<file path="src/rtl/player_move.sv">
// Player sprite controller: joystick-driven grid movement, walk animation, hit/death/respawn FSM.
// Latency: one cycle from the sampling edge; no backpressure, keys and pulses are sampled each clock.
module player_move #(
  parameter int         PLAYER_NUM = 1,
  parameter logic [9:0] START_X    = (PLAYER_NUM == 2) ? 10'd576 : 10'd32,
  parameter logic [9:0] START_Y    = (PLAYER_NUM == 2) ? 10'd416 : 10'd32,
  parameter logic [9:0] X_MIN      = 10'd32,
  parameter logic [9:0] X_MAX      = 10'd576,
  parameter logic [9:0] Y_MIN      = 10'd32,
  parameter logic [9:0] Y_MAX      = 10'd416,
  parameter int         ANIM_DIV   = 8,
  parameter int         HIT_FRAMES = 64
) (
  input  logic       clk,
  input  logic       reset_n,
  input  logic       frame_tick,
  input  logic       key_up,
  input  logic       key_down,
  input  logic       key_left,
  input  logic       key_right,
  input  logic       hit,
  input  logic       respawn,
  output logic [9:0] playerX,
  output logic [9:0] playerY,
  output logic [2:0] sprite_num,
  output logic [2:0] state,
  output logic [1:0] lives
);

  localparam int AW = (ANIM_DIV < 2) ? 1 : $clog2(ANIM_DIV);
  localparam int HW = (HIT_FRAMES < 8) ? 3 : $clog2(HIT_FRAMES + 1);

  typedef enum logic [1:0] {S_IDLE, S_WALK, S_HIT, S_DEAD} fsm_e;

  fsm_e          fsm_q, fsm_d;
  logic [9:0]    x_q, x_d, y_q, y_d;
  logic [1:0]    dir_q, dir_d;
  logic          walk_q, walk_d;
  logic [AW-1:0] anim_q, anim_d;
  logic [HW-1:0] hit_q, hit_d;
  logic [1:0]    lives_q, lives_d;

  logic          key_any;
  logic [1:0]    key_dir;
  logic [9:0]    x_mv, y_mv;
  logic [AW-1:0] anim_nx;
  logic          walk_nx;
  logic          x_al, y_al;

  // Sprites sit on a 32-pixel grid relative to the lower bound; turns only happen on grid lines.
  assign x_al = (x_q[4:0] == X_MIN[4:0]);
  assign y_al = (y_q[4:0] == Y_MIN[4:0]);

  always_comb begin
    key_any = key_up | key_down | key_left | key_right;
    if (key_up)         key_dir = 2'd1;
    else if (key_down)  key_dir = 2'd0;
    else if (key_left)  key_dir = 2'd2;
    else                key_dir = 2'd3;

    x_mv = x_q;
    y_mv = y_q;
    case (key_dir)
      2'd1: if (x_al && y_q > Y_MIN) y_mv = y_q - 10'd1;
      2'd0: if (x_al && y_q < Y_MAX) y_mv = y_q + 10'd1;
      2'd2: if (y_al && x_q > X_MIN) x_mv = x_q - 10'd1;
      2'd3: if (y_al && x_q < X_MAX) x_mv = x_q + 10'd1;
    endcase

    if (anim_q == AW'(ANIM_DIV - 1)) begin
      anim_nx = '0;
      walk_nx = ~walk_q;
    end else begin
      anim_nx = anim_q + AW'(1);
      walk_nx = walk_q;
    end
  end

  always_comb begin
    fsm_d   = fsm_q;
    x_d     = x_q;
    y_d     = y_q;
    dir_d   = dir_q;
    walk_d  = walk_q;
    anim_d  = anim_q;
    hit_d   = hit_q;
    lives_d = lives_q;

    unique case (fsm_q)
      S_IDLE, S_WALK: begin
        // A hit wins over a coincident frame tick, so that tick never moves the sprite.
        if (hit) begin
          lives_d = lives_q - 2'd1;
          if (lives_q == 2'd1) begin
            fsm_d = S_DEAD;
          end else begin
            fsm_d = S_HIT;
            hit_d = HW'(HIT_FRAMES);
          end
        end else if (frame_tick) begin
          if (key_any) begin
            fsm_d  = S_WALK;
            x_d    = x_mv;
            y_d    = y_mv;
            dir_d  = key_dir;
            anim_d = anim_nx;
            walk_d = walk_nx;
          end else begin
            fsm_d  = S_IDLE;
            anim_d = '0;
            walk_d = 1'b0;
          end
        end
      end
      S_HIT: begin
        if (frame_tick) begin
          if (key_any) begin
            x_d    = x_mv;
            y_d    = y_mv;
            dir_d  = key_dir;
            anim_d = anim_nx;
            walk_d = walk_nx;
          end
          hit_d = hit_q - HW'(1);
          if (hit_q <= HW'(1)) begin
            fsm_d  = S_IDLE;
            hit_d  = '0;
            anim_d = '0;
            walk_d = 1'b0;
          end
        end
      end
      S_DEAD: begin
        if (respawn) begin
          fsm_d   = S_IDLE;
          x_d     = START_X;
          y_d     = START_Y;
          dir_d   = 2'd0;
          walk_d  = 1'b0;
          anim_d  = '0;
          hit_d   = '0;
          lives_d = 2'd3;
        end
      end
    endcase
  end

  always_ff @(posedge clk or negedge reset_n) begin
    if (!reset_n) begin
      fsm_q   <= S_IDLE;
      x_q     <= START_X;
      y_q     <= START_Y;
      dir_q   <= 2'd0;
      walk_q  <= 1'b0;
      anim_q  <= '0;
      hit_q   <= '0;
      lives_q <= 2'd3;
    end else begin
      fsm_q   <= fsm_d;
      x_q     <= x_d;
      y_q     <= y_d;
      dir_q   <= dir_d;
      walk_q  <= walk_d;
      anim_q  <= anim_d;
      hit_q   <= hit_d;
      lives_q <= lives_d;
    end
  end

  // Invulnerability flashes on counter bit 2, i.e. toggles every four ticks.
  always_comb begin
    state = 3'b000;
    if (fsm_q == S_HIT)       state = hit_q[2] ? 3'b111 : 3'b000;
    else if (fsm_q == S_DEAD) state = 3'b101;
  end

  assign playerX    = x_q;
  assign playerY    = y_q;
  assign sprite_num = {dir_q, walk_q};
  assign lives      = lives_q;

endmodule

</file>
<file path="config.mk">
export PLATFORM = sky130hd
export DESIGN_NAME = player_move
export DESIGN_NICKNAME = d
export VERILOG_FILES = /design/src/rtl/player_move.sv
export SDC_FILE = /design/constraint.sdc
export NUM_CORES = 1
export LEC_CHECK = 0
export ABC_AREA = 1
export CORE_UTILIZATION = 45
export CTS_CLUSTER_DIAMETER = 150
export DETAILED_ROUTE_END_ITERATION = 6
export PLACE_DENSITY = 0.73
export SETUP_SLACK_MARGIN = 0.2
export SYNTH_ARGS = -nofsm -noshare
export SYNTH_HDL_FRONTEND = slang
export SYNTH_SLANG_ARGS = --single-unit
</file>
<file path="constraint.sdc">
create_clock -name clk -period 3.45 [get_ports clk]
set_clock_uncertainty 0.05 [all_clocks]
set_input_delay 0.69 -clock clk [delete_from_list [all_inputs] [get_ports clk]]
set_output_delay 0.69 -clock clk [all_outputs]
set_load 0.005 [all_outputs]
</file>
==> Word-level counts from Yosys, hierarchy flattened <==
Cells that the tools add are included.
{ "word_totals": {"regBits": 37, "inputBits": 9, "output_inout_bits": 28, "word_cells": 116} }
{ "classes": {"addsub": 7, "n_lt_le_gt_ge": 5, "eq_ne": 17, "n_mux": 60, "bitwise_logic": 4, "reduce_logical": 15} }
{ "ops": {"columns": ["cell", "n"], "rows": [
  ["10-bit two-way mux", 11],
  ["10-bit one-hot mux with 3 select lines", 2],
  ["10-bit one-hot mux with 2 select lines", 2],
  ["7-bit two-way mux", 5],
  ["3-bit two-way mux", 11],
  ["2-bit two-way mux", 12],
  ["7-bit one-hot mux with 3 select lines", 1],
  ["10-bit by 1-bit adder with 10-bit output, second input constant", 2],
  ["10-bit by 6-bit > comparator with 1-bit output, second input constant", 2],
  ["10-bit by 1-bit subtractor with 10-bit output, second input constant", 2],
  ["2-bit != test, second input constant", 7],
  ["2-bit one-hot mux with 3 select lines", 2],
  ["1-bit two-way mux", 11],
  ["5-bit logical NOT", 2],
  ["10-bit < comparator, second input constant", 1],
  ["10-bit by 9-bit < comparator with 1-bit output, second input constant", 1],
  ["3-bit one-hot mux with 3 select lines", 1],
  ["2-bit == test, second input constant", 4],
  ["4-bit AND reduction", 2],
  ["7-bit by 1-bit <= comparator with 1-bit output, second input constant", 1],
  ["7-bit by 1-bit subtractor with 7-bit output, second input constant", 1],
  ["2-bit by 1-bit == test with 1-bit output, second input constant", 3],
  ["3-bit != test, second input constant", 2],
  ["5-bit AND reduction", 1],
  ["other kinds (13)", 19]
]} }

==> Logic depth before layout (Yosys ltp) <==
Gate-level depths: netlist of run 1.
{ "logic_depth": {"word_depth": 9, "mapped_depth": 14, "depth_no_buf": 14} }

==> Worst setup path before layout of run 1 <==
OpenSTA, ideal clock, no wires.
{ "synth_path": {"path_type": "input port to flip-flop", "from": "input port key_up", "to": "register x_q[9], in the netlist playerX[9]", "setup_ns": 0.117, "arrival_time_ns": 2.157, "required_time_ns": 3.283, "slack_ns": 1.127, "path_stages": 12, "path_buffers": 0, "cell_sequence": "nor2_1 nand2_1 ha_1 nand2_1 nor2_1 nand3_1 nand3_1 nand2_1 nand2_1 nor2_1 nand2_1 nand2_1"} }
{ "synth_between": {"elab_chain_cells": 7, "elab_cells_between_ends": 11, "classes_between": "2 x eq/ne; 6 x mux; 3 x bitwise"} }
{ "synth_rtl": {"columns": ["item", "line_no", "text"], "rows": [
  ["from (decl)", "17", "input logic key_up,"],
  ["2-bit two-way mux or 1-bit OR (tied branches)", "56, 55", null],
  ["2-bit == test or 1-bit OR (tied branches)", "63, 55", null],
  ["10-bit one-hot mux with 2 select lines or 1-bit OR (tied branches)", "63, 55", null],
  ["10-bit two-way mux (*)", "101, 117", null],
  ["10-bit two-way mux (*)", "100", "end else if (frame_tick) begin"],
  ["10-bit two-way mux", "92", "if (hit) begin"],
  ["10-bit one-hot mux with 3 select lines (*)", "89", "unique case (fsm_q)"],
  ["to (signal assigned)", "151", "x_q <= START_X;"],
  ["to (signal assigned)", "160", "x_q <= x_d;"],
  ["to (decl)", "36", "logic [9:0] x_q, x_d, y_q, y_d;"]
]} }
Every way passes the cells marked *; elsewhere a longest branch is shown, timed or not. The select of a mux whose other input is x is not followed.
A chain may end at the register's enable or synchronous reset.

==> Worst setup path in the final report of run 1 <==
Same ends and word-level chain as after synthesis.

==> implementation parameters, run 1 <==
Parameter                              Value

Finish
  Total inserted antenna cells ... 0
  Cell Count, Final, Fillers Out ... 520
  Share of final-layout standard cells stronger than drive strength 1 ... 6.966%
  Number of fill cells in the layout ... 577
  Net count of the finished layout ... 476
  Commonest cells after routing, fill and taps aside ... 136 x nand2_1, 44 x nor2_1, 42 x inv_1
  Util after Layout ... 56.52%
  Leading cell type in the layout, fill and taps excluded ... nand2_1
  Post-route cell area ... 3386 sq um
  Layout-stage area growth over the synthesis result ... 19.15%

Floorplan
  Number of primary I/O pins ... 37
  Die height ... 81.47 um
  Initial Util ... 47.43%
  Die boundary width ... 81.47 um
  Std cell rows ... 28
  Area inside the core boundary ... 5991 sq um
  Die ar. ... 6637 sq um

Place
  Pre-CTS setup slack ... 0.2794 ns
  Placed standard-cell area ... 3252 sq um
  Number of I/O port buffers ... 36
  Post-Place Cells ... 512
  Post-detailed-placement half-perimeter wirelength ... 4.755 mm
  Last weighted congestion value of the routability-driven placer ... 0.8700

Timing
  Final count of hold timing violations ... 0
  Final Critical Period ... 2.842 ns
  Final setup violating endpoints ... 0
  Max-slew violation total from the final report ... 0
  Max-slew headroom at the worst pin ... 42.76%
  Final Cycle Share ... 82.38%
  Achievable clock frequency ... 351.9 MHz
  Final setup TNS ... 0 ns
  Unrepaired setup endpoints after global routing ... no
  Worst hold slack ... 0.4453 ns
  Actual transition at the worst max-transition pin ... 0.8585 ns
  Post-route worst setup slack ... 0.6080 ns

Logic synthesis
  Area share of the leading cell type in the synthesized netlist ... 29.06%
  Cell count after synthesis ... 406
  Number of unique standard cell types used by synthesis ... 36
  Synthesized netlist net count ... 438
  Number of flops mapped to enable cells by yosys ... 0
  Cell type with the highest aggregate area in the netlist ... dfrtp_1
  Seq cells post-synth ... 37
  Yosys warning total ... 0
  Dominant cells by area after synthesis ... dfrtp_1 29%, nand2_1 18%, ha_1 9.2%
  Cell area after synthesis ... 2841 sq um
  Dominant synthesized flop cell ... dfrtp_1
  Share of synthesized area occupied by flip-flops and latches ... 32.76%
  Average cell area after synthesis ... 6.999 sq um
  Async set-reset flop share out of synthesis ... 100.0%

GRT
  Total global routing track utilization ... 21.89%
  Global-route wire length before repair ... 11.23 mm
  Initial antenna violation count ... 0
  Via count of the first global-routing pass ... 2494
  Overall overflow remaining after global route ... 0
  Pin count of the biggest net entering global routing ... 38

Worst setup path
  Crit-path max FO ... 11
  Worst setup SP type ... input pin
  Sort of element at the end of the critical path ... flip-flop
  Required arrival time at the worst endpoint ... 3.60 ns
  Critical path start-end classification ... input pin to flip-flop
  Arrival time at the worst endpoint ... 2.99 ns

Detailed routing
  Pre-antenna DRT Iters ... 4
  Routed wirelength normalized by instance count ... 12.32 um
  Detailed-route via count ... 2636
  Number of DRC violations after detailed-routing iteration 0 ... 114
  Total length of routed wires ... 6.405 mm
  Met2 routed wirelength ... 2.935 mm
  Drt via density ... 5.069
  Uppermost layer routed ... met4
  Total met3 wirelength after detailed routing ... 243 um
  Remaining antenna violation count ... 0
  DRC violation count after routing ... 0
  Metal1 wirelength ... 3.135 mm

Worst hold path
  Type of the tightest min-delay check ... input pin to async pin

Power
  Clock power frac ... 13.9%
  Internal power ... 1.815 mW
  Leakage component of the power ... 1.733 nW
  Sequential Power Share ... 26.4%
  Peak supply drop ... 0.4341 mV
  Net Sw Power ... 1.475 mW
  Comb pwr share ... 59.7%
  Switching power share of the total ... 44.82%
  Pwr dens ... 971.7 nW/um^2
  Final total power ... 3.290 mW

Clock network
  Clock insertion delay at the later pin of the skew report ... 0.30 ns
  Clock slew seen by the registers of the worst setup and hold paths ... 0.08 ns
  CTS H-Tree Depth ... 2
  TritonCTS sink count ... 37
  Cts bufs inserted ... 5
  Post_cts resized ... 0
  CTS root buf ... clkbuf_8
  Post-CTS setup-driven buffer insertion count ... 0
  Total of hold buffers inserted after clock tree synthesis ... 0
  Maximum root-to-sink buffer count ... 2
  Clock tree from TritonCTS ... yes

Run
  Max Cap Viol ... 0

Status
  Run status ... complete, no violations
==> routing by layer <==
layer  up-vias  global-route usage [%]
li1       1391                       -
met1      1194                   28.35
met2        42                   36.08
met3         9                   4.778
met4         0                   6.964
met5         -                       0
==> registers in the layout, summed over array words and instances (netlist names) <==
signal and flops:
playerY 10, lives 2, walk_q 1, playerX 10, hit_q 7, dir_q 2
anim_q 3, fsm_q 2
==> kinds of logic after synthesis <==
group	share of synthesized area, %
flops	32.76
fa+ha+maj	10.66
compound gates	10.79
buf+inv	7.221
simple gates	35.49
xor+xnor	3.083
==> synthesized netlist by cell type, drive strengths merged (2+ instances only) <==
cell / count
inv: 43
o211ai: 3
ha: 21
xor2: 7
dfstp: 4
nor2: 46
nand4: 7
nor3: 3
o21bai: 2
nand3: 23
nand2: 141
nor3b: 2
buf: 5
nand3b: 5
or2: 4
o21ai: 31
fa: 2
xnor2: 3
a21oi: 16
dfrtp: 33
==> critical path, stage by stage <==
cell and delay [ns]:
clkdlybuf4s50_1 0.48, nor2_1 0.25, nand2_1 0.34, ha_1 0.50, nand2_1 0.11, nor2_1 0.16, nand3_1 0.10, nand3_1 0.11
nand2_1 0.06, nand2_1 0.06, nor2_1 0.04, nand2_1 0.05, nand2_1 0.05
==> area by class of cell <==
type / count / area, sq um / area share [%]
Multi-Input combinational cell: 320 / 1705 / 50.37
Sequential cell: 37 / 930.9 / 27.49
Timing Repair Buffer: 36 / 355.3 / 10.50
Inverter: 44 / 166.4 / 4.915
Tap cell: 75 / 93.84 / 2.772
Clock buffer: 5 / 68.82 / 2.033
Clock inverter: 3 / 65.06 / 1.922
==> power by group through the flow <==
stage | combinational [mW] | clock (mW) | sequential (mW)
after floorplan | 1.40 | 0 | 0.834
after global placement | 1.92 | 0 | 0.868
after detailed placement | 1.96 | 0 | 0.872
after CTS | 1.97 | 0.469 | 0.867
after global routing | 2.28 | 0.489 | 0.899
final | 1.96 | 0.458 | 0.867
==> final timing paths <==
path	startpoint	endpoint	slack (ns)	cells after the start
max	key_up	playerX[9]	0.61	13
min	reset_n	playerY[6]	0.45	1
max reg2reg	hit_q[0]	anim_q[2]	1.55	6
min reg2reg	lives[1]	lives[1]	0.45	2
max in group asynchronous	reset_n	playerX[7]	2.36	1
min in group clk	lives[1]	lives[1]	0.45	2
Note: power is estimated with default switching activity, not from simulation.
==> run 2: changes to the inputs <==
- PLACE_DENSITY: 0.73 -> 0.76
- clock period: 3.45 -> 2.58 ns (I/O delays scaled with it)
==> run 2 against run 1 <==
Die area did not move. Utilization is 3.6 points higher. Final cell count rose by 2.9%. Clock power grew 36%. First-iteration DRC count down 26%. Cell area rose by 6.4%. Hold slack got worse by 0.17 ns. Largest cell class unchanged. Highest routed layer unchanged.
==> implementation parameters, run 2 (same netlist as run 1, synthesis figures left out) <==
Parameter                              Value

Worst setup path
  Launch point of the worst path ... fsm_q[1]
  Minimum setup slack among reg-to-reg paths ... 0.69 ns
  Critical path start-end classification ... flip-flop to primary output
  Worst setup SP type ... flip-flop
  Arrival time at the worst endpoint ... 1.74 ns
  Cell family with most CP delay ... buffers and inverters
  Sum of buffers and inverters on the critical path ... 2
  Critical-path top delay cell ... clkdlybuf4s50_1
  Launching point of the worst reg2reg path ... lives[1]
  Sort of element at the end of the critical path ... primary output
  Critical path's largest stage delay ... 0.57 ns
  Worst Reg2Reg Path Length in Cells ... 11
  Required arrival time at the worst endpoint ... 2.01 ns
  Ordered cell list for the critical path ... inv_2 -> a21oi_1 -> clkdlybuf4s50_1
  Crit-path max FO ... 6
  FF-to-FF End ... hit_q[5]

GRT
  Overall overflow remaining after global route ... 0
  Pin count of the biggest net entering global routing ... 38
  Global-route wire length before repair ... 11.59 mm
  Initial antenna violation count ... 0
  Total global routing track utilization ... 22.48%
  Via count of the first global-routing pass ... 2579

Run
  Max Cap Viol ... 0

Place
  Last weighted congestion value of the routability-driven placer ... 0.9001
  Pre-CTS setup slack ... -0.05107 ns
  Post-detailed-placement half-perimeter wirelength ... 4.880 mm
  Number of I/O port buffers ... 36
  Post-Place Cells ... 527
  Placed standard-cell area ... 3364 sq um

Power
  Leakage component of the power ... 1.829 nW
  Pwr dens ... 1291 nW/um^2
  Peak supply drop ... 0.6790 mV

Floorplan
  Die ar. ... 6637 sq um
  Number of primary I/O pins ... 37
  Die height ... 81.47 um
  Die boundary width ... 81.47 um
  Initial Util ... 47.43%
  Area inside the core boundary ... 5991 sq um
  Std cell rows ... 28

Finish
  Net count of the finished layout ... 491
  Share of final-layout standard cells stronger than drive strength 1 ... 12.83%
  Commonest cells after routing, fill and taps aside ... 134 x nand2_1, 42 x inv_1, 42 x nor2_1
  Layout-stage area growth over the synthesis result ... 26.82%
  Post-route cell area ... 3603 sq um
  Leading cell type in the layout, fill and taps excluded ... nand2_1
  Cell Count, Final, Fillers Out ... 535
  Total inserted antenna cells ... 0

Timing
  Actual transition at the worst max-transition pin ... 0.8653 ns
  Achievable clock frequency ... 434.3 MHz
  Max-slew headroom at the worst pin ... 42.32%
  Final Cycle Share ... 89.25%
  Post-route worst setup slack ... 0.2774 ns
  Final Critical Period ... 2.303 ns
  Final setup violating endpoints ... 0
  Max-slew violation total from the final report ... 0
  Unrepaired setup endpoints after global routing ... no
  Final count of hold timing violations ... 0
  Final setup TNS ... 0 ns

Clock network
  Maximum root-to-sink buffer count ... 2
  Clock tree from TritonCTS ... yes
  CTS root buf ... clkbuf_8
  CTS H-Tree Depth ... 2
  TritonCTS sink count ... 37
  Clock insertion delay at the later pin of the skew report ... 0.30 ns
  Clock slew seen by the registers of the worst setup and hold paths ... 0.08 ns
  Cts bufs inserted ... 5

Detailed routing
  DRC violation count after routing ... 0
  Detailed-route via count ... 2742
  Remaining antenna violation count ... 0
  Pre-antenna DRT Iters ... 4
  Number of DRC violations after detailed-routing iteration 0 ... 84
  Drt via density ... 5.125
  Routed wirelength normalized by instance count ... 12.47 um
  Total length of routed wires ... 6.673 mm

Status
  Run status ... complete, no violations

Worst hold path
  Type of the tightest min-delay check ... input pin to async pin
run 2: cell count changes in the layout (fill, tap and decap cells not counted), moves of 2 or more:
cell,previous run,this run
nand2_1,136,134
nor2_2,1,3
ha_1,21,15
nor2_1,44,42
dlymetal6s2s_1,0,2
buf_4,0,15
ha_4,0,6
clkdlybuf4s50_1,35,33
nand2_2,3,5
run 2: worst max-delay path by stage:
stage                      end  slack, ns  depth (start not counted)
floorplan           playerX[9]       0.43                         12
global placement    playerX[8]      0.004                         14
detailed placement  playerX[8]      -0.05                         14
CTS                 playerX[8]       0.26                         14
global route        playerX[8]       0.23                         15
finish                state[0]       0.28                          3
run 2: where the power goes:
group / internal, mW / total, mW / switching, mW
clock network: 0.389 / 0.622 / 0.232
logic: 1.34 / 2.85 / 1.51
registers: 0.861 / 1.18 / 0.320
total: 2.59 / 4.65 / 2.07
run 2: final cells by class:
class                      count  area, sq um
clock buffer                   5        68.82
multi-input combinational    320         1802
sequential                    37        930.9
inverter                      44        166.4
tap                           75        93.84
clock inverter                 3        68.82
fill                         549         2387
timing repair buffer          51        473.0
run 2: stage by stage:
step	power [mW]	hold WS, ns	util [%]
after global placement	3.813	0.4233	56.16
after global routing	5.163	0.3513	60.15
after floorplan	2.988	0.1704	-
final	4.653	0.2755	60.15
after detailed placement	3.896	0.4344	56.16
after CTS	4.555	0.3034	58.46
run 2: what timing repair did:
action / CTS / global route
resized for setup: 0 / 15
hold buffers: 0 / 0
endpoints found under the setup margin: 0 / 10
buffers inserted: 0 / 0
run 2: metal layers:
| metal | track usage [%] | vias to the layer above | share of wire, % |
|---|---|---|---|
| li1 | - | 1421 | - |
| met1 | 28.31 | 1251 | 46 |
| met2 | 38.08 | 55 | 48 |
| met3 | 4.333 | 15 | 3.7 |
| met4 | 8.036 | 0 | 2.1 |
| met5 | 0 | - | 0 |
